[config.mk]
export PLATFORM = sky130hd
export DESIGN_NAME = nmi_copy_master
export DESIGN_NICKNAME = d
export VERILOG_FILES = /design/src/rtl/nmi_copy_master.sv
export SDC_FILE = /design/constraint.sdc
export NUM_CORES = 1
export LEC_CHECK = 0
export ABC_AREA = 0
export CAP_MARGIN = 20
export CELL_PAD_IN_SITES_DETAIL_PLACEMENT = 0
export CELL_PAD_IN_SITES_GLOBAL_PLACEMENT = 1
export CORE_ASPECT_RATIO = 1.25
export CORE_UTILIZATION = 36
export DETAILED_ROUTE_END_ITERATION = 8
export GPL_TIMING_DRIVEN = 0
export PLACE_DENSITY_LB_ADDON = 0.1
export SYNTH_ARGS = -nofsm -noshare
export SYNTH_HDL_FRONTEND = slang
export SYNTH_SLANG_ARGS = --single-unit
[constraint.sdc]
create_clock -name clk -period 3.2 [get_ports clk]
set_clock_uncertainty 0.2 [all_clocks]
set_input_delay 0.64 -clock clk [delete_from_list [all_inputs] [get_ports clk]]
set_output_delay 0.64 -clock clk [all_outputs]
set_load 0.02 [all_outputs]
[src/rtl/nmi_copy_master.sv]
// NMI block-copy / fill initiator.
// Moves len_words words from src_addr to dst_addr (read then write per word), or writes a
// constant pattern to the destination, driving the NMI valid/ready master protocol.
// All bus and status outputs are decoded straight from flops (state and latched fields).

module nmi_copy_master #(
    parameter int unsigned ADDR_WIDTH  = 32,
    parameter int unsigned DATA_WIDTH  = 32,
    parameter int unsigned LEN_WIDTH   = 16,
    parameter int unsigned TIMEOUT     = 256,
    parameter int unsigned WSTRB_WIDTH = (DATA_WIDTH - 1) / 8 + 1
) (
    input  logic                   clk,
    input  logic                   rstn,
    input  logic                   start,
    input  logic                   mode,
    input  logic [ADDR_WIDTH-1:0]  src_addr,
    input  logic [ADDR_WIDTH-1:0]  dst_addr,
    input  logic [LEN_WIDTH-1:0]   len_words,
    input  logic [DATA_WIDTH-1:0]  fill_data,
    output logic                   busy,
    output logic                   done,
    output logic                   error,
    output logic [LEN_WIDTH-1:0]   xfer_count,
    output logic                   m_nmi_valid,
    output logic                   m_nmi_instr,
    input  logic                   m_nmi_ready,
    output logic [ADDR_WIDTH-1:0]  m_nmi_addr,
    output logic [DATA_WIDTH-1:0]  m_nmi_wdata,
    output logic [WSTRB_WIDTH-1:0] m_nmi_wstrb,
    input  logic [DATA_WIDTH-1:0]  m_nmi_rdata
);

    // Counter only needs to hold values up to TIMEOUT-1.
    localparam int unsigned TO_WIDTH = (TIMEOUT > 1) ? $clog2(TIMEOUT + 1) : 1;
    localparam logic [ADDR_WIDTH-1:0] ADDR_STEP = ADDR_WIDTH'(WSTRB_WIDTH);
    localparam logic [ADDR_WIDTH-1:0] ADDR_MASK = ~ADDR_WIDTH'(WSTRB_WIDTH - 1);

    typedef enum logic [1:0] {StIdle, StRd, StWr, StFin} state_e;

    state_e                 state_q, state_d;
    logic                   mode_q, mode_d;
    logic [ADDR_WIDTH-1:0]  src_q, src_d;
    logic [ADDR_WIDTH-1:0]  dst_q, dst_d;
    logic [LEN_WIDTH-1:0]   len_q, len_d;
    logic [DATA_WIDTH-1:0]  data_q, data_d;
    logic [LEN_WIDTH-1:0]   xfer_q, xfer_d;
    logic                   error_q, error_d;
    logic [TO_WIDTH-1:0]    to_cnt_q, to_cnt_d;
    logic                   to_hit;

    // Current stall would be the TIMEOUT-th consecutive one.
    assign to_hit = (TIMEOUT != 0) && ((32'(to_cnt_q) + 32'd1) == TIMEOUT);

    // State register.
    always_ff @(posedge clk or negedge rstn) begin
        if (!rstn) begin
            state_q <= StIdle;
        end else begin
            state_q <= state_d;
        end
    end

    // Latched command fields, data holding register, progress and timeout counters.
    always_ff @(posedge clk or negedge rstn) begin
        if (!rstn) begin
            mode_q   <= 1'b0;
            src_q    <= '0;
            dst_q    <= '0;
            len_q    <= '0;
            data_q   <= '0;
            xfer_q   <= '0;
            error_q  <= 1'b0;
            to_cnt_q <= '0;
        end else begin
            mode_q   <= mode_d;
            src_q    <= src_d;
            dst_q    <= dst_d;
            len_q    <= len_d;
            data_q   <= data_d;
            xfer_q   <= xfer_d;
            error_q  <= error_d;
            to_cnt_q <= to_cnt_d;
        end
    end

    // Next-state and datapath updates; the stall counter clears unless explicitly advanced.
    always_comb begin
        state_d  = state_q;
        mode_d   = mode_q;
        src_d    = src_q;
        dst_d    = dst_q;
        len_d    = len_q;
        data_d   = data_q;
        xfer_d   = xfer_q;
        error_d  = error_q;
        to_cnt_d = '0;
        case (state_q)
            StIdle: begin
                if (start) begin
                    mode_d  = mode;
                    src_d   = src_addr & ADDR_MASK;
                    dst_d   = dst_addr & ADDR_MASK;
                    len_d   = len_words;
                    data_d  = fill_data;
                    xfer_d  = '0;
                    error_d = 1'b0;
                    if (len_words == '0) begin
                        state_d = StFin;
                    end else if (mode) begin
                        state_d = StWr;
                    end else begin
                        state_d = StRd;
                    end
                end
            end
            StRd: begin
                if (m_nmi_ready) begin
                    data_d  = m_nmi_rdata;
                    src_d   = src_q + ADDR_STEP;
                    state_d = StWr;
                end else if (to_hit) begin
                    error_d = 1'b1;
                    state_d = StFin;
                end else begin
                    to_cnt_d = to_cnt_q + TO_WIDTH'(1);
                end
            end
            StWr: begin
                if (m_nmi_ready) begin
                    dst_d  = dst_q + ADDR_STEP;
                    xfer_d = xfer_q + LEN_WIDTH'(1);
                    if (xfer_d == len_q) begin
                        state_d = StFin;
                    end else if (!mode_q) begin
                        state_d = StRd;
                    end
                end else if (to_hit) begin
                    error_d = 1'b1;
                    state_d = StFin;
                end else begin
                    to_cnt_d = to_cnt_q + TO_WIDTH'(1);
                end
            end
            StFin: begin
                state_d = StIdle;
            end
            default: begin
                state_d = StIdle;
            end
        endcase
    end

    // Bus and status outputs decoded from state; address/data held stable while stalled.
    always_comb begin
        m_nmi_valid = 1'b0;
        m_nmi_addr  = '0;
        m_nmi_wdata = '0;
        m_nmi_wstrb = '0;
        busy        = 1'b0;
        done        = 1'b0;
        case (state_q)
            StRd: begin
                m_nmi_valid = 1'b1;
                m_nmi_addr  = src_q;
                busy        = 1'b1;
            end
            StWr: begin
                m_nmi_valid = 1'b1;
                m_nmi_addr  = dst_q;
                m_nmi_wdata = data_q;
                m_nmi_wstrb = '1;
                busy        = 1'b1;
            end
            StFin: begin
                done = 1'b1;
            end
            default: begin
            end
        endcase
    end

    assign m_nmi_instr = 1'b0;
    assign error       = error_q;
    assign xfer_count  = xfer_q;

endmodule

-- Word level (Yosys, flattened, before mapping)
Cells that the tools add are included.
Widths: inputs -> output; s select.
- register bits after elaboration: 141
- bits of input ports: 149
- output and inout bits: 89
- logic and storage cells: 69
- $add $sub $neg: 5
- eq/ne operators: 11
- multiplexer cells: 33
- reduce and logical (&&, ||, !) cells: 11
- operator list (kind ; number):
    $pmux 32 s2 ; 4
    $mux 32 ; 7
    $add 32x3->32 const B ; 2
    $mux 16 ; 2
    $pmux 16 s2 ; 1
    $mux 9 ; 3
    $add 16x1->16 const B ; 1
    $eq 16x16->1 ; 1
    $logic_not 16->1 ; 1
    $mux 2 ; 8
    $add 9x1->10 const B ; 1
    $eq 10x9->1 const B ; 1
    $add 9x1->9 const B ; 1
    $ne 2x2->1 const B ; 4
    $pmux 2 s4 ; 1
    $reduce_and 3->1 ; 2
    $reduce_bool 2->1 ; 3
    $mux 1 ; 5
    $eq 2x2->1 const B ; 2
    $mux 4 ; 1
    $ne 4x4->1 const B ; 1
    $reduce_and 2->1 ; 2
    $reduce_and 4->1 ; 1
    $eq 2x1->1 const B ; 1
    other kinds (4) ; 4

-- Depth between registers and ports, before layout
Gate-level depths: netlist of the first run.
- word-level depth: 5
- gate-level depth with buffers: 11
- depth with buffers taken out: 9

-- Least setup slack after synthesis of the first run
No wires, ideal clock.
- path type: flip-flop to output port
- start: reg state_q[0]
- end: out m_nmi_addr[2]
- arrival time: 2.080 ns
- required time: 2.360 ns
- setup slack: 0.280 ns
- stages on the path, launching flop included: 7
- buffers on the path: 2
- path through: dfrtp_1 -> inv_1 -> ha_1 -> clkbuf_1 -> clkbuf_1 -> nand2_1 -> a21boi_0
- cells in the longest elaborated chain, start to end: 2
- elaborated cells between the ends (all ways): 3
- classes of those cells: eq/ne: 2; mux: 1
- ends and longest elaborated chain (what ; line ; source):
    start, declared ; 41 ; state_e state_q, state_d;
    start signal, assigned ; 58 ; state_q <= StIdle;
    start signal, assigned ; 60 ; state_q <= state_d;
    $eq 2x2->1 / $eq 2x1->1 (equally long branches) ; 162 ; case (state_q)
    $pmux 32 s2 * ; 162 ;
    end, declared ; 28 ; output logic [ADDR_WIDTH-1:0] m_nmi_addr,
Mark *: on every way between the ends. The rest lies on a longest branch, timed or not.

-- Worst setup path in the final report of the first run
- start: reg state_q[0]
- end: out m_nmi_addr[6]
Same word-level chain as after synthesis.

==> results of run 1 <==
-- state kept, by name, indices dropped and copies added, names as in the netlist --
name        count
len_q          16
data_q         32
mode_q          1
state_q         2
error           1
to_cnt_q        9
xfer_count     16
dst_q          30
src_q          30
-- placed cells by master, fill, tap and decap left out, types with 27 or more instances in the layout --
master	instances
a22oi_1	31
nor2_1	52
o21ai_0	113
clkdlybuf4s50_1	167
nand2_1	119
o22ai_1	27
dfrtp_1	135
mux2i_1	43
clkbuf_1	32
nor2b_1	29
nand3_1	35
a21oi_1	51
clkbuf_2	37
and2_1	39
-- area by class of cell --
type,count,area (um^2)
Multi-Input combinational cell,782,4951
Timing Repair Buffer,237,2230
Antenna cell,1,2.502
Clock buffer,22,464.2
Tap cell,325,406.6
Inverter,19,71.32
Clock inverter,10,166.4
Buffer,74,395.4
Fill cell,2344,11610
Sequential cell,137,3431
-- kinds of logic (layout without fill, tap and decap cells) --
logic type	Yosys count	in the layout	synth area share, %
other cells	1	4	0.04312
flops	137	137	39.42
fa+ha+maj	8	8	1.151
compound gates	303	303	21.52
buf+inv	95	362	4.546
xor+xnor	30	30	3.108
mux	59	59	7.021
simple gates	379	379	23.19
-- worst max-delay path, delay by kind of cell (launching register included) --
kind / cells / cell delay, ns
AOI/OAI and AO/OA: 1 / 0.11
adders and majority gates: 1 / 0.18
buffers and inverters: 4 / 0.88
DFF: 1 / 0.47
and+or+nand+nor: 1 / 0.25
-- metrics by stage --
step	utilization [%]	instance area [um^2]
global placement	48.10	11410
global route	51.07	12120
CTS	51.31	12170
floorplan	-	8705
detailed placement	48.23	11440
finish	51.07	12120
-- per-layer routing --
layer | vias to the layer above | global-route usage, % | share of wire (%)
met3 | 43 | 4.853 | 5.7
met2 | 284 | 43.33 | 49
met1 | 4253 | 32.89 | 43
li1 | 4190 | - | -
met5 | - | 0 | 0.042
met4 | 2 | 9.466 | 2.3
-- report_power, final --
group / leakage, nW / internal (mW) / switching, mW
Sequential: 1.67 / 2.50 / 0.858
Clock: 0.301 / 1.35 / 0.806
Combinational: 2.99 / 2.49 / 3.61
-- path summary, 6_finish.rpt --
path / to / slack (ns)
worst max-delay path: m_nmi_addr[6] / 0.05
worst min-delay path: data_q[7] / 0.27
worst max register to register: state_q[1] / 0.23
worst min register to register: data_q[7] / 0.27
max in group asynchronous: src_q[8] / 1.43
min in group asynchronous: len_q[6] / 0.54
-- what timing repair did --
| item | in CTS | in global routing |
|---|---|---|
| endpoints found under the hold margin | 8 | 0 |
| endpoints found under the setup margin | 100 | 118 |
| cloned | 0 | 0 |
| buffers inserted | 0 | 5 |
| hold buffers | 1 | 0 |
| gates resized for setup | 159 | 60 |
| pin swaps | 0 | 1 |
==> reports/summary.txt, run 1 <==
Max H-tree Level: 4
TritonCTS clock tree: built
root buf cell: clkbuf_16
grt ovf: 0
crit end category: output pin
Rel. slew slack: 43.65%
sequential fraction of the synthesis area: 39.42%
Die Wd: 141.0 um
CP Launch Point: state_q[0]
Place WS: -0.8499 ns
share of the synthesized area in the top cell type: 39.42%
Setup crit start kind: register
Max FO, Critical Path: 10
Post-Syn Instances: 1012
unrepaired setup endpoints after global routing: no
placed cell count: 1570
arrival time worst endpoint: 2.31 ns
IO buf count: 230
Pwr Density: 958.2 nW/um^2
maximum achievable frequency: 0.3172 GHz
Final Hold Vio Count: 0
Core ar.: 23730 um^2
area leader, netlist: dfrtp_1
num rows: 63
share of layout cells above drive strength 1: 13.19%
CTS clock-pin slew for the worst setup and hold paths: 0.06 ns
# DRC: 0
Initial DRT Pass Iterations: 5
post-synthesis average cell area: 8.594 um^2
pin count of the biggest net entering global routing: 83
most frequent cells after synthesis: 137 x dfrtp_1, 119 x nand2_1, 113 x o21ai_0
global-route wire length before repair: 48260 um
async set or reset register ratio after synthesis: 100.0%
Die ar.: 24790 um^2
Clock Tree Buf Depth: 2
Hold Path Class: register to register
most frequent cell after synthesis: dfrtp_1
Tcrit/Tclk final: 98.52%
Final setup viols: 0
critical path class: register to output pin
1st-iter DRT viols: 584
Hold Path Depth: 2
Synth-to-Final Area Change: 39.33%
total power: 11.61 mW
Final #Nets: 1425
fin cells: 1607
post-DP HPWL: 23430 um
Critical R2R Launch: xfer_count[1]
vias in the first global route: 8434
setup TNS: 0 ns
Worst EP required: 2.36 ns
synthesis warning total: 0
Clk Latency, worst-skew pair: 0.44 ns
GPL Wtd Cong: 0.8896
Max Slew Vio Count: 0
average vias per placed instance: 5.459
DRT antenna net count: 0
Hold Slack: 0.2705 ns
number of synthesized flops with an enable pin: 0
Static Leakage: 4.959 nW
wire length per cell: 19.39 um
Top Ports: 238
CTS buffer count: 17
Starting Density: 36.66%
Worst Slack Setup Final: 0.04735 ns
min Tclk post-route: 3.153 ns
critical path, cell by cell: inv_2 > ha_4 > clkbuf_8 > clkbuf_4 > a22oi_1 > nor2b_1 > clkdlybuf4s15_1
Mapped Area: 8697 um^2
routed vias: 8772
slew at the pin closest to its max-slew limit: 0.8388 ns
Crit path largest cell delay: 0.47 ns
peak supply drop: 0.0004338 V
Hold Crit Start: data_q[7]
Main synth FF type: dfrtp_1
die span in y: 175.8 um
reg2reg path depth: 8
Synth Register Bits: 137
# clock sinks: 137
total global-route track usage: 25.80%
status: finished, final reports clean
library cells used by synthesis: 67
Synth area leaders: dfrtp_1 39%, o21ai_0 6.5%, nand2_1 5.1%, mux2i_1 4.9%, a21oi_1 2.9%
max-cap check violation count: 0
Routed Wire Length: 31160 um
initial antenna violation count: 2
Slowest cell on crit path: dfrtp_2
Note: power is estimated with default switching activity, not from simulation.
==> run 2, diff against run 1 <==
CTS_CLUSTER_SIZE = 28   (was not set)
==> results of run 2 <==
Final layout, timing and power as in run 1 (identical DEF).
